### config.mk
export PLATFORM = sky130hd
export DESIGN_NAME = dual_da_rom_scheduler_flat
export DESIGN_NICKNAME = d
export VERILOG_FILES = /design/src/rtl/dual_da_rom_scheduler_if.sv /design/src/rtl/dual_da_rom_scheduler.sv /design/src/flat_wrapper.sv
export SDC_FILE = /design/constraint.sdc
export NUM_CORES = 1
export LEC_CHECK = 0
export ABC_AREA = 1
export BUFFER_PORTS_ARGS = -buffer_cell sky130_fd_sc_hd__buf_2
export CELL_PAD_IN_SITES_DETAIL_PLACEMENT = 1
export CELL_PAD_IN_SITES_GLOBAL_PLACEMENT = 2
export CORE_ASPECT_RATIO = 1.1
export CORE_MARGIN = 2
export CORE_UTILIZATION = 38
export DETAILED_ROUTE_END_ITERATION = 16
export GPL_ROUTABILITY_DRIVEN = 0
export GPL_TIMING_DRIVEN = 0
export PLACE_DENSITY_LB_ADDON = 0.2
export SLEW_MARGIN = 20
export SYNTH_ARGS = -nofsm -noshare
export SYNTH_HDL_FRONTEND = slang
export SYNTH_SLANG_ARGS = --single-unit
### constraint.sdc
create_clock -name clk -period 5.4 [get_ports clk]
set_input_delay 1.08 -clock clk [delete_from_list [all_inputs] [get_ports clk]]
set_output_delay 1.08 -clock clk [all_outputs]
set_load 0.01 [all_outputs]
### src/rtl/dual_da_rom_scheduler_if.sv
// Configuration port of the dual-channel DA ROM scheduler: per-channel
// frequency, phase-offset and enable updates over a valid/ready handshake.
interface dual_da_rom_scheduler_if #(
    parameter int ADDR_WIDTH = 10,
    parameter int ACC_WIDTH  = 32
);
    logic                  cfg_valid;
    logic                  cfg_ready;
    logic                  cfg_ch;
    logic [ACC_WIDTH-1:0]  cfg_fword;
    logic [ADDR_WIDTH-1:0] cfg_poff;
    logic                  cfg_en;

    modport master (
        output cfg_valid, cfg_ch, cfg_fword, cfg_poff, cfg_en,
        input  cfg_ready
    );

    modport slave (
        input  cfg_valid, cfg_ch, cfg_fword, cfg_poff, cfg_en,
        output cfg_ready
    );
endinterface

### src/rtl/dual_da_rom_scheduler.sv
// Shares one waveform ROM between two DA channels: alternating-slot phase
// accumulators issue addresses, a tag pipeline routes returned words per channel.
module dual_da_rom_scheduler #(
    parameter int ADDR_WIDTH  = 10,
    parameter int DATA_WIDTH  = 10,
    parameter int ACC_WIDTH   = 32,
    parameter int ROM_LATENCY = 1
) (
    input  logic                  clk,
    input  logic                  rst,
    dual_da_rom_scheduler_if.slave cfg,
    output logic [ADDR_WIDTH-1:0] rom_addr,
    input  logic [DATA_WIDTH-1:0] rom_data,
    output logic [DATA_WIDTH-1:0] da0_data,
    output logic                  da0_valid,
    output logic [DATA_WIDTH-1:0] da1_data,
    output logic                  da1_valid
);
    logic                  slot;
    logic [ACC_WIDTH-1:0]  acc   [2];
    logic [ACC_WIDTH-1:0]  fword [2];
    logic [ADDR_WIDTH-1:0] poff  [2];
    logic                  en    [2];

    logic                  pending;
    logic                  shadow_ch;
    logic                  shadow_en;
    logic [ACC_WIDTH-1:0]  shadow_fword;
    logic [ADDR_WIDTH-1:0] shadow_poff;

    // Tag bit i belongs to stage _p<i>; the MSB is the stage whose ROM word is ready.
    logic [ROM_LATENCY:0]  tag_vld_p;
    logic [ROM_LATENCY:0]  tag_ch_p;

    logic [ADDR_WIDTH-1:0] next_addr;
    logic                  access_en;
    logic                  cfg_fire;
    logic                  cfg_apply;
    logic                  cap0;
    logic                  cap1;

    assign cfg.cfg_ready = ~pending;

    always_comb begin
        access_en = en[slot];
        next_addr = acc[slot][ACC_WIDTH-1 -: ADDR_WIDTH] + poff[slot];
        cfg_fire  = cfg.cfg_valid & ~pending;
        cfg_apply = pending & (slot == shadow_ch);
        cap0      = tag_vld_p[ROM_LATENCY] & ~tag_ch_p[ROM_LATENCY];
        cap1      = tag_vld_p[ROM_LATENCY] &  tag_ch_p[ROM_LATENCY];
    end

    always_ff @(posedge clk) begin
        if (rst) begin
            slot         <= 1'b0;
            acc[0]       <= '0;
            acc[1]       <= '0;
            fword[0]     <= '0;
            fword[1]     <= '0;
            poff[0]      <= '0;
            poff[1]      <= '0;
            en[0]        <= 1'b0;
            en[1]        <= 1'b0;
            pending      <= 1'b0;
            shadow_ch    <= 1'b0;
            shadow_en    <= 1'b0;
            shadow_fword <= '0;
            shadow_poff  <= '0;
            tag_vld_p    <= '0;
            tag_ch_p     <= '0;
            rom_addr     <= '0;
            da0_data     <= '0;
            da0_valid    <= 1'b0;
            da1_data     <= '0;
            da1_valid    <= 1'b0;
        end else begin
            slot <= ~slot;

            // Access stage (_p0): address out, accumulator step, tag launch
            tag_vld_p <= (tag_vld_p << 1) | (ROM_LATENCY+1)'(access_en);
            tag_ch_p  <= (tag_ch_p  << 1) | (ROM_LATENCY+1)'(slot);
            if (access_en) begin
                rom_addr  <= next_addr;
                acc[slot] <= acc[slot] + fword[slot];
            end

            // The apply edge's own access above still uses the old settings.
            if (cfg_fire) begin
                shadow_ch    <= cfg.cfg_ch;
                shadow_en    <= cfg.cfg_en;
                shadow_fword <= cfg.cfg_fword;
                shadow_poff  <= cfg.cfg_poff;
                pending      <= 1'b1;
            end else if (cfg_apply) begin
                fword[shadow_ch] <= shadow_fword;
                poff[shadow_ch]  <= shadow_poff;
                en[shadow_ch]    <= shadow_en;
                if (shadow_en && !en[shadow_ch])
                    acc[shadow_ch] <= '0;
                pending          <= 1'b0;
            end

            // Capture stage (_p<ROM_LATENCY>): route the returned word
            da0_valid <= cap0;
            da1_valid <= cap1;
            if (cap0)
                da0_data <= rom_data;
            if (cap1)
                da1_data <= rom_data;
        end
    end
endmodule

### src/flat_wrapper.sv
// flat-port wrapper written by rule: the top's interface ports become plain ports
module dual_da_rom_scheduler_flat 
#(
    parameter int ADDR_WIDTH  = 10,
    parameter int DATA_WIDTH  = 10,
    parameter int ACC_WIDTH   = 32,
    parameter int ROM_LATENCY = 1
)
  (clk, rst, rom_addr, rom_data, da0_data, da0_valid, da1_data, da1_valid, cfg_cfg_valid, cfg_cfg_ch, cfg_cfg_fword, cfg_cfg_poff, cfg_cfg_en, cfg_cfg_ready);
  dual_da_rom_scheduler_if #(.ADDR_WIDTH(ADDR_WIDTH), .ACC_WIDTH(ACC_WIDTH)) cfg_i ();
  input  logic clk;
  input  logic rst;
  output logic [ADDR_WIDTH-1:0] rom_addr;
  input  logic [DATA_WIDTH-1:0] rom_data;
  output logic [DATA_WIDTH-1:0] da0_data;
  output logic da0_valid;
  output logic [DATA_WIDTH-1:0] da1_data;
  output logic da1_valid;
  input wire logic [$bits(cfg_i.cfg_valid)-1:0] cfg_cfg_valid;
  input wire logic [$bits(cfg_i.cfg_ch)-1:0] cfg_cfg_ch;
  input wire logic [$bits(cfg_i.cfg_fword)-1:0] cfg_cfg_fword;
  input wire logic [$bits(cfg_i.cfg_poff)-1:0] cfg_cfg_poff;
  input wire logic [$bits(cfg_i.cfg_en)-1:0] cfg_cfg_en;
  output wire logic [$bits(cfg_i.cfg_ready)-1:0] cfg_cfg_ready;
  assign cfg_i.cfg_valid = cfg_cfg_valid;
  assign cfg_i.cfg_ch = cfg_cfg_ch;
  assign cfg_i.cfg_fword = cfg_cfg_fword;
  assign cfg_i.cfg_poff = cfg_cfg_poff;
  assign cfg_i.cfg_en = cfg_cfg_en;
  assign cfg_cfg_ready = cfg_i.cfg_ready;
  dual_da_rom_scheduler #(.ADDR_WIDTH(ADDR_WIDTH), .DATA_WIDTH(DATA_WIDTH), .ACC_WIDTH(ACC_WIDTH), .ROM_LATENCY(ROM_LATENCY)) u_core (.clk(clk), .rst(rst), .cfg(cfg_i), .rom_addr(rom_addr), .rom_data(rom_data), .da0_data(da0_data), .da0_valid(da0_valid), .da1_data(da1_data), .da1_valid(da1_valid));
endmodule
==> impl_metrics.csv, run 1 <==
group,metric,value,unit
grt,gr-total-overflow,0,
grt,grtUsageMet1,28.8,%
timing,maxSlewViolCount,0,
clock_tree,cts_buffer_depth,3,
timing,rsz0062_at_grt,"false",
run_status,status,"complete, no violations",
timing,finalCritPeriodShare,64.2,%
detailed_routing,drc_errors,0,
worst_hold_path,worstHoldPathType,"reg2reg",
logic_synthesis,ys_ff_latch,233,
finish,finish.net_count,1825,
grt,grt_first_pass_wirelength,58300,microns
placed_design,io_buffers,89,
timing,max_slew_margin,42.6,%
logic_synthesis,synthArstFlopShare,0,%
detailed_routing,ant_nets,0,
grt,first_global_vias,10900,
die,dieHeight,188,microns
logic_synthesis,netlist.area_leader.share,25.1,%
critical_path,path_max_fanout,10,
pwr,vdd_ir_drop_max,0.000239,V
logic_synthesis,synth_ff_type,"dfxtp_1",
die,die_w,171,microns
logic_synthesis,synth_most_common_cell,"nand2_1",
die,rows,67,
pwr,p_leak,6.53,nW
clock_tree,cts_num_sinks,233,
die,core,30400,sq um
timing,hold_viol,0,
finish,drive_above_1_share,9.27,%
timing,final.min_clock_period,3.46,ns
detailed_routing,viasPerCell,4.83,
logic_synthesis,synth_cell_types,36,
timing,tns,0,ns
detailed_routing,drt_iter0_markers,380,
clock_tree,numCtsBuffers,27,
critical_path,cp_common_cell,"nand2_1",
clock_tree,clkLatencyLatePin,0.56,ns
finish,fin_util,44.9,%
detailed_routing,wl_per_cell,16.9,microns
clock_tree,htree_levels,1,
critical_path,cp_cell_sequence,"inv_2, clkbuf_1, clkbuf_1, nand2_1, nand2_1, ha_1, nand2_1, nor2_1, inv_1, o21bai_1, nand2_1, nand3_1, nand2_1, nand3_1, a21oi_1",
grt,met2_usage,41.3,%
clock_tree,cts_tree,"done",
logic_synthesis,synth_area_per_cell,7.29,sq um
critical_path,cp.required,5.84,ns
critical_path,path_delay_family,"buffers and inverters",
timing,max_freq,289,MHz
timing,worstMarginPinSlew,0.861,ns
clock_tree,clk_pin_slew,0.06,ns
logic_synthesis,ys_seq_area_share,47.2,%
logic_synthesis,syn_inst,1606,
clock_tree,ctsResizeCount,0,
critical_path,critPathKind,"reg2reg",
logic_synthesis,synth_edf_count,86,
timing,skew,0.0251,ns
die,start_util,38.5,%
grt,grt_use_total,23.3,%
run,drv_cap,0,
logic_synthesis,synth_nets,1705,
timing,finalSetupViolations,0,
clock_tree,clockRootBuffer,"clkbuf_16",
grt,grt_max_degree,30,
detailed_routing,via_count,10400,
grt,busiest_layer,"met2",
logic_synthesis,synth_area_leader_cell,"dfxtp_1",
logic_synthesis,synth_commonest_cells,"546 x nand2_1, 192 x inv_1, 189 x nor2_1",
detailed_routing,firstDrtPassIters,5,
grt,grtUsageMet3,4.50,%
logic_synthesis,synthesis.area,11700,sq um
critical_path,crit_arrival,3.91,ns
logic_synthesis,yosys-top-cells-area,"dfxtp_1 25%, edfxtp_1 22%, nand2_1 18%",
critical_path,crit_slowest_cell,"clkbuf_1",
critical_path,crit_path_max_incr_delay,0.59,ns
pwr,power_density,326,nW/um^2
finish,syn_to_final_growth,16.8,%
clock_tree,ctsHoldBuffers,0,
placed_design,place_hpwl,28700,microns
die,pin_count,90,
detailed_routing,wl,36500,microns
die,fp.dieArea,32200,sq um
clock_tree,postCtsSetupRepairBufs,0,
critical_path,startpoint_type,"flip-flop",
grt,antenna_found_initial,7,
logic_synthesis,yosysWarningCount,0,
critical_path,end_kind,"flip-flop",
critical_path,path_buf_inv,4,
cells by family (layout without fill, tap and decap cells):
group / Yosys count / after routing / share of synthesized area [%]
simple gates: 818 / 818 / 27.6
buf+inv: 258 / 399 / 8.65
compound gates: 233 / 233 / 10.3
flops: 233 / 233 / 47.2
fa+ha+maj: 42 / 42 / 4.62
xor+xnor: 21 / 21 / 1.57
mux: 1 / 1 / 0.0855
other cells: 0 / 2 / 0
report_power, final:
group	total [W]	leakage (nW)	internal [W]	switching, W
Combinational	0.000550	3.97	0.000168	0.000381
Sequential	0.00195	2.10	0.00192	0.0000352
Clock	0.00195	0.461	0.00118	0.000775
placed cells by master (no fill, tap or decap), types with 6 or more instances in the layout:
| cell type | Yosys | routed |
|---|---|---|
| o21ai_0 | 89 | 89 |
| buf_2 | 8 | 97 |
| nor2_1 | 189 | 189 |
| edfxtp_1 | 86 | 86 |
| nand2_1 | 546 | 544 |
| inv_1 | 192 | 192 |
| dfxtp_1 | 147 | 147 |
| nand3_1 | 66 | 66 |
| xor2_1 | 16 | 16 |
| clkbuf_16 | 0 | 27 |
| a21oi_1 | 127 | 127 |
| ha_1 | 40 | 40 |
| clkbuf_1 | 43 | 47 |
| inv_2 | 6 | 6 |
flip-flops by register name (all words and copies together), names as in the netlist, named ones only:
| signal | flops |
|---|---|
| u_core.da0_valid | 1 |
| u_core.da1_data | 10 |
| u_core.poff | 20 |
| u_core.shadow_poff | 10 |
| u_core.acc | 64 |
| u_core.shadow_fword | 32 |
| u_core.pending | 1 |
| u_core.da0_data | 10 |
| u_core.tag_ch_p | 2 |
| u_core.shadow_ch | 1 |
| u_core.rom_addr | 10 |
| u_core.en | 2 |
| u_core.tag_vld_p | 2 |
| u_core.da1_valid | 1 |
| u_core.shadow_en | 1 |
| u_core.fword | 64 |
| u_core.slot | 1 |
final timing paths:
kind | depth (start not counted) | slack (ns) | start | end
setup / recovery | 15 | 1.94 | u_core.slot | u_core.acc[0][24]
hold / removal | 2 | 0.39 | u_core.tag_vld_p[0] | u_core.tag_vld_p[1]
setup reg to reg | 15 | 1.94 | u_core.slot | u_core.acc[0][24]
hold reg to reg | 2 | 0.39 | u_core.tag_vld_p[0] | u_core.tag_vld_p[1]
final cells by class:
cell class | instances | area [sq um]
Multi-Input combinational cell | 1115 | 5170
Tap cell | 414 | 518
Timing Repair Buffer | 91 | 493
Antenna cell | 2 | 5.00
Buffer | 59 | 265
Sequential cell | 233 | 5530
Clock inverter | 18 | 238
Fill cell | 3899 | 16800
Inverter | 199 | 747
Clock buffer | 32 | 704
worst register-to-register path: cells and delay by family (launching register included):
family,cells,cell delay (ns)
and+or+nand+nor,8,1.14
buffers and inverters,4,1.35
AOI/OAI and AO/OA,2,0.35
DFF,1,0.32
adders and majority gates,1,0.23
layer usage:
metal	up-vias	part of all wire, %
met5	-	0.23
met3	55	4.6
met2	152	49
met1	4908	44
li1	5313	-
met4	12	2.2
stage by stage:
stage	worst slack [ns]	total power (W)	area, sq um	cells	hold WS, ns
after global routing	1.60	0.00465	13700	2161	0.437
final	1.94	0.00446	13700	2163	0.390
after global placement	1.03	0.00252	12700	2109	0.401
after CTS	1.91	0.00451	13700	2161	0.394
after detailed placement	1.89	0.00254	12700	2111	0.406
after floorplan	2.37	0.00234	11700	1606	0.388
(Power assumes the default switching activity.)
==> run 2: changes to the inputs <==
- CORE_UTILIZATION: 38 -> 31
- clock period: 5.4 -> 2.9 ns (I/O delays scaled with it)
==> impl_metrics.csv, run 2 (synthesis results as in run 1) <==
group,metric,value,unit
critical_path,startpoint_type,"flip-flop",
clock_tree,cts_tree,"done",
worst_hold_path,holdPathEnd,"u_core.da0_data[9]",
pwr,vdd_ir_drop_max,0.000422,V
detailed_routing,wl_per_cell,16.7,microns
detailed_routing,firstDrtPassIters,5,
finish,final_common_cell,"nand2_1",
critical_path,reg2reg_from,"u_core.slot",
timing,hold_viol,0,
grt,grt_first_pass_wirelength,58900,microns
run_status,status,"complete, no violations",
run,drv_cap,0,
die,core,37200,sq um
clock_tree,clockRootBuffer,"clkbuf_16",
timing,setup_ws,0.208,ns
critical_path,path_max_fanout,10,
detailed_routing,drt_iter0_markers,365,
finish,largestRegisters,"u_core.acc: 64 flops, u_core.fword: 64 flops, u_core.shadow_fword: 32 flops",
detailed_routing,drc_errors,0,
pwr,pwr-share-comb,12.2,%
timing,finalCritPeriodShare,92.8,%
grt,grt_max_degree,29,
pwr,p_seq_share,42.0,%
finish,fin_util,37.8,%
clock_tree,cts_buffer_depth,3,
die,fp.dieArea,39300,sq um
critical_path,worstRegToRegCells,16,
timing,max_slew_margin,34.0,%
clock_tree,ctsHoldBuffers,0,
timing,max_freq,371,MHz
detailed_routing,via_count,10400,
critical_path,rr_endpoint,"u_core.acc[1][30]",
die,start_util,31.5,%
die,die_w,189,microns
die,rows,74,
finish,drive_above_1_share,12.6,%
worst_hold_path,worstHoldPathType,"in2reg",
worst_hold_path,min_from,"rom_data[9]",
grt,gr-total-overflow,0,
critical_path,end_kind,"flip-flop",
pwr,p_clk_share,45.7,%
timing,skew,0.0115,ns
die,pin_count,90,
critical_path,critPathKind,"reg2reg",
clock_tree,numCtsBuffers,29,
finish,finish.net_count,1830,
detailed_routing,wl,37500,microns
pwr,power_density,615,nW/um^2
pwr,fin_total_pwr,0.00866,W
critical_path,crit_arrival,3.16,ns
placed_design,place_hpwl,29400,microns
worst_hold_path,hold_path_depth,3,
timing,maxSlewViolCount,0,
timing,finalSetupViolations,0,
detailed_routing,ant_nets,0,
finish,syn_to_final_growth,20.2,%
finish,final_cell_mix,"530 x nand2_1, 192 x inv_1, 185 x nor2_1",
finish,num-fill-cells,4693,
clock_tree,htree_levels,1,
critical_path,rrSetupSlack,0.21,ns
die,dieHeight,208,microns
timing,final.min_clock_period,2.69,ns
detailed_routing,viasPerCell,4.64,
clock_tree,clkLatencyLatePin,0.55,ns
critical_path,cp.required,3.37,ns
grt,antenna_found_initial,8,
grt,first_global_vias,10700,
clock_tree,clk_pin_slew,0.06,ns
grt,grt_use_total,19.2,%
timing,worstMarginPinSlew,0.991,ns
clock_tree,cts_num_sinks,233,
placed_design,post-place-ws,-0.690,ns
pwr,p_leak,6.68,nW
pwr,power.net_switching,0.00225,W
pwr,p_int,0.00641,W
pwr,p_sw_share,26.0,%
timing,tns,0,ns
placed_design,io_buffers,89,
[run 2: changes by cell type in the layout (fill, tap and decap cells not counted), moves of 5 or more]
| cell | before | now |
|---|---|---|
| clkbuf_1 | 47 | 29 |
| nand2_1 | 544 | 530 |
| nand2_2 | 3 | 17 |
| a21oi_1 | 127 | 122 |
| clkbuf_2 | 0 | 5 |
| nand3_1 | 66 | 61 |
| nand3_2 | 0 | 5 |
[run 2: repair_timing]
item,CTS,global route
buffers inserted,1,2
pin swaps,2,2
gates resized for setup,32,41
endpoints found under the hold margin,0,0
endpoints found under the setup margin,66,48
[run 2: stage by stage]
step | instances | hold slack [ns] | cell area, sq um
after floorplan | 1606 | 0.388 | 11700
after global placement | 2189 | 0.412 | 12800
after detailed placement | 2191 | 0.409 | 12800
after CTS | 2245 | 0.250 | 14000
after global routing | 2248 | 0.264 | 14100
final | 2250 | 0.277 | 14100
[run 2: layer usage]
metal	wire (microns)	GRT usage, %	share of wire, %	vias up
met5	59	0	0.16	-
met4	563	3.64	1.5	10
met3	1520	3.45	4.0	43
met2	17900	33.2	48	132
met1	17500	25.2	47	4917
li1	-	-	-	5333
[run 2: critical path, stage by stage, from the launching register on]
cell	delay [ns]
dfxtp_1	0.32
buf_6	0.15
clkbuf_8	0.18
buf_6	0.15
nand2_1	0.06
nand2_1	0.07
ha_2	0.23
fa_2	0.45
nand2_1	0.09
nand3_1	0.14
nand2_1	0.15
nand2_2	0.12
nand2_1	0.12
nand2_1	0.05
nand2_1	0.09
nand3_1	0.09
a21oi_1	0.15
[run 2: cell type report]
class	instances	area, sq um	area share (%)
Multi-Input combinational cell	1115	5290	37.6
Timing Repair Buffer	94	508	3.61
Antenna cell	3	7.51	0.0533
Clock inverter	21	298	2.12
Tap cell	494	618	4.39
Sequential cell	233	5530	39.3
Clock buffer	32	757	5.38
Buffer	59	323	2.29
Inverter	199	747	5.31
[run 2: how the worst max path moves through the flow]
stage	slack (ns)	end	start	depth (start not counted)
2_1_floorplan	0.35	u_core.en[1]	u_core.shadow_ch	7
3_3_place_gp	-1.15	u_core.fword[0][5]	rst	5
3_5_place_dp	-0.69	u_core.acc[1][28]	u_core.slot	15
4_1_cts	0.003	u_core.rom_addr[8]	u_core.slot	15
5_1_grt	-0.006	u_core.rom_addr[8]	u_core.slot	15
6_report	0.21	u_core.acc[1][30]	u_core.slot	16
[run 2: power groups by stage]
| stage | clock network [W] | logic, W | registers, W |
|---|---|---|---|
| 3_3_place_gp | 0 | 0.00102 | 0.00370 |
| 5_1_grt | 0.00418 | 0.00120 | 0.00365 |
| 4_1_cts | 0.00407 | 0.00106 | 0.00364 |
| 6_report | 0.00396 | 0.00106 | 0.00364 |
| 2_1_floorplan | 0 | 0.000656 | 0.00370 |
| 3_5_place_dp | 0 | 0.00104 | 0.00371 |
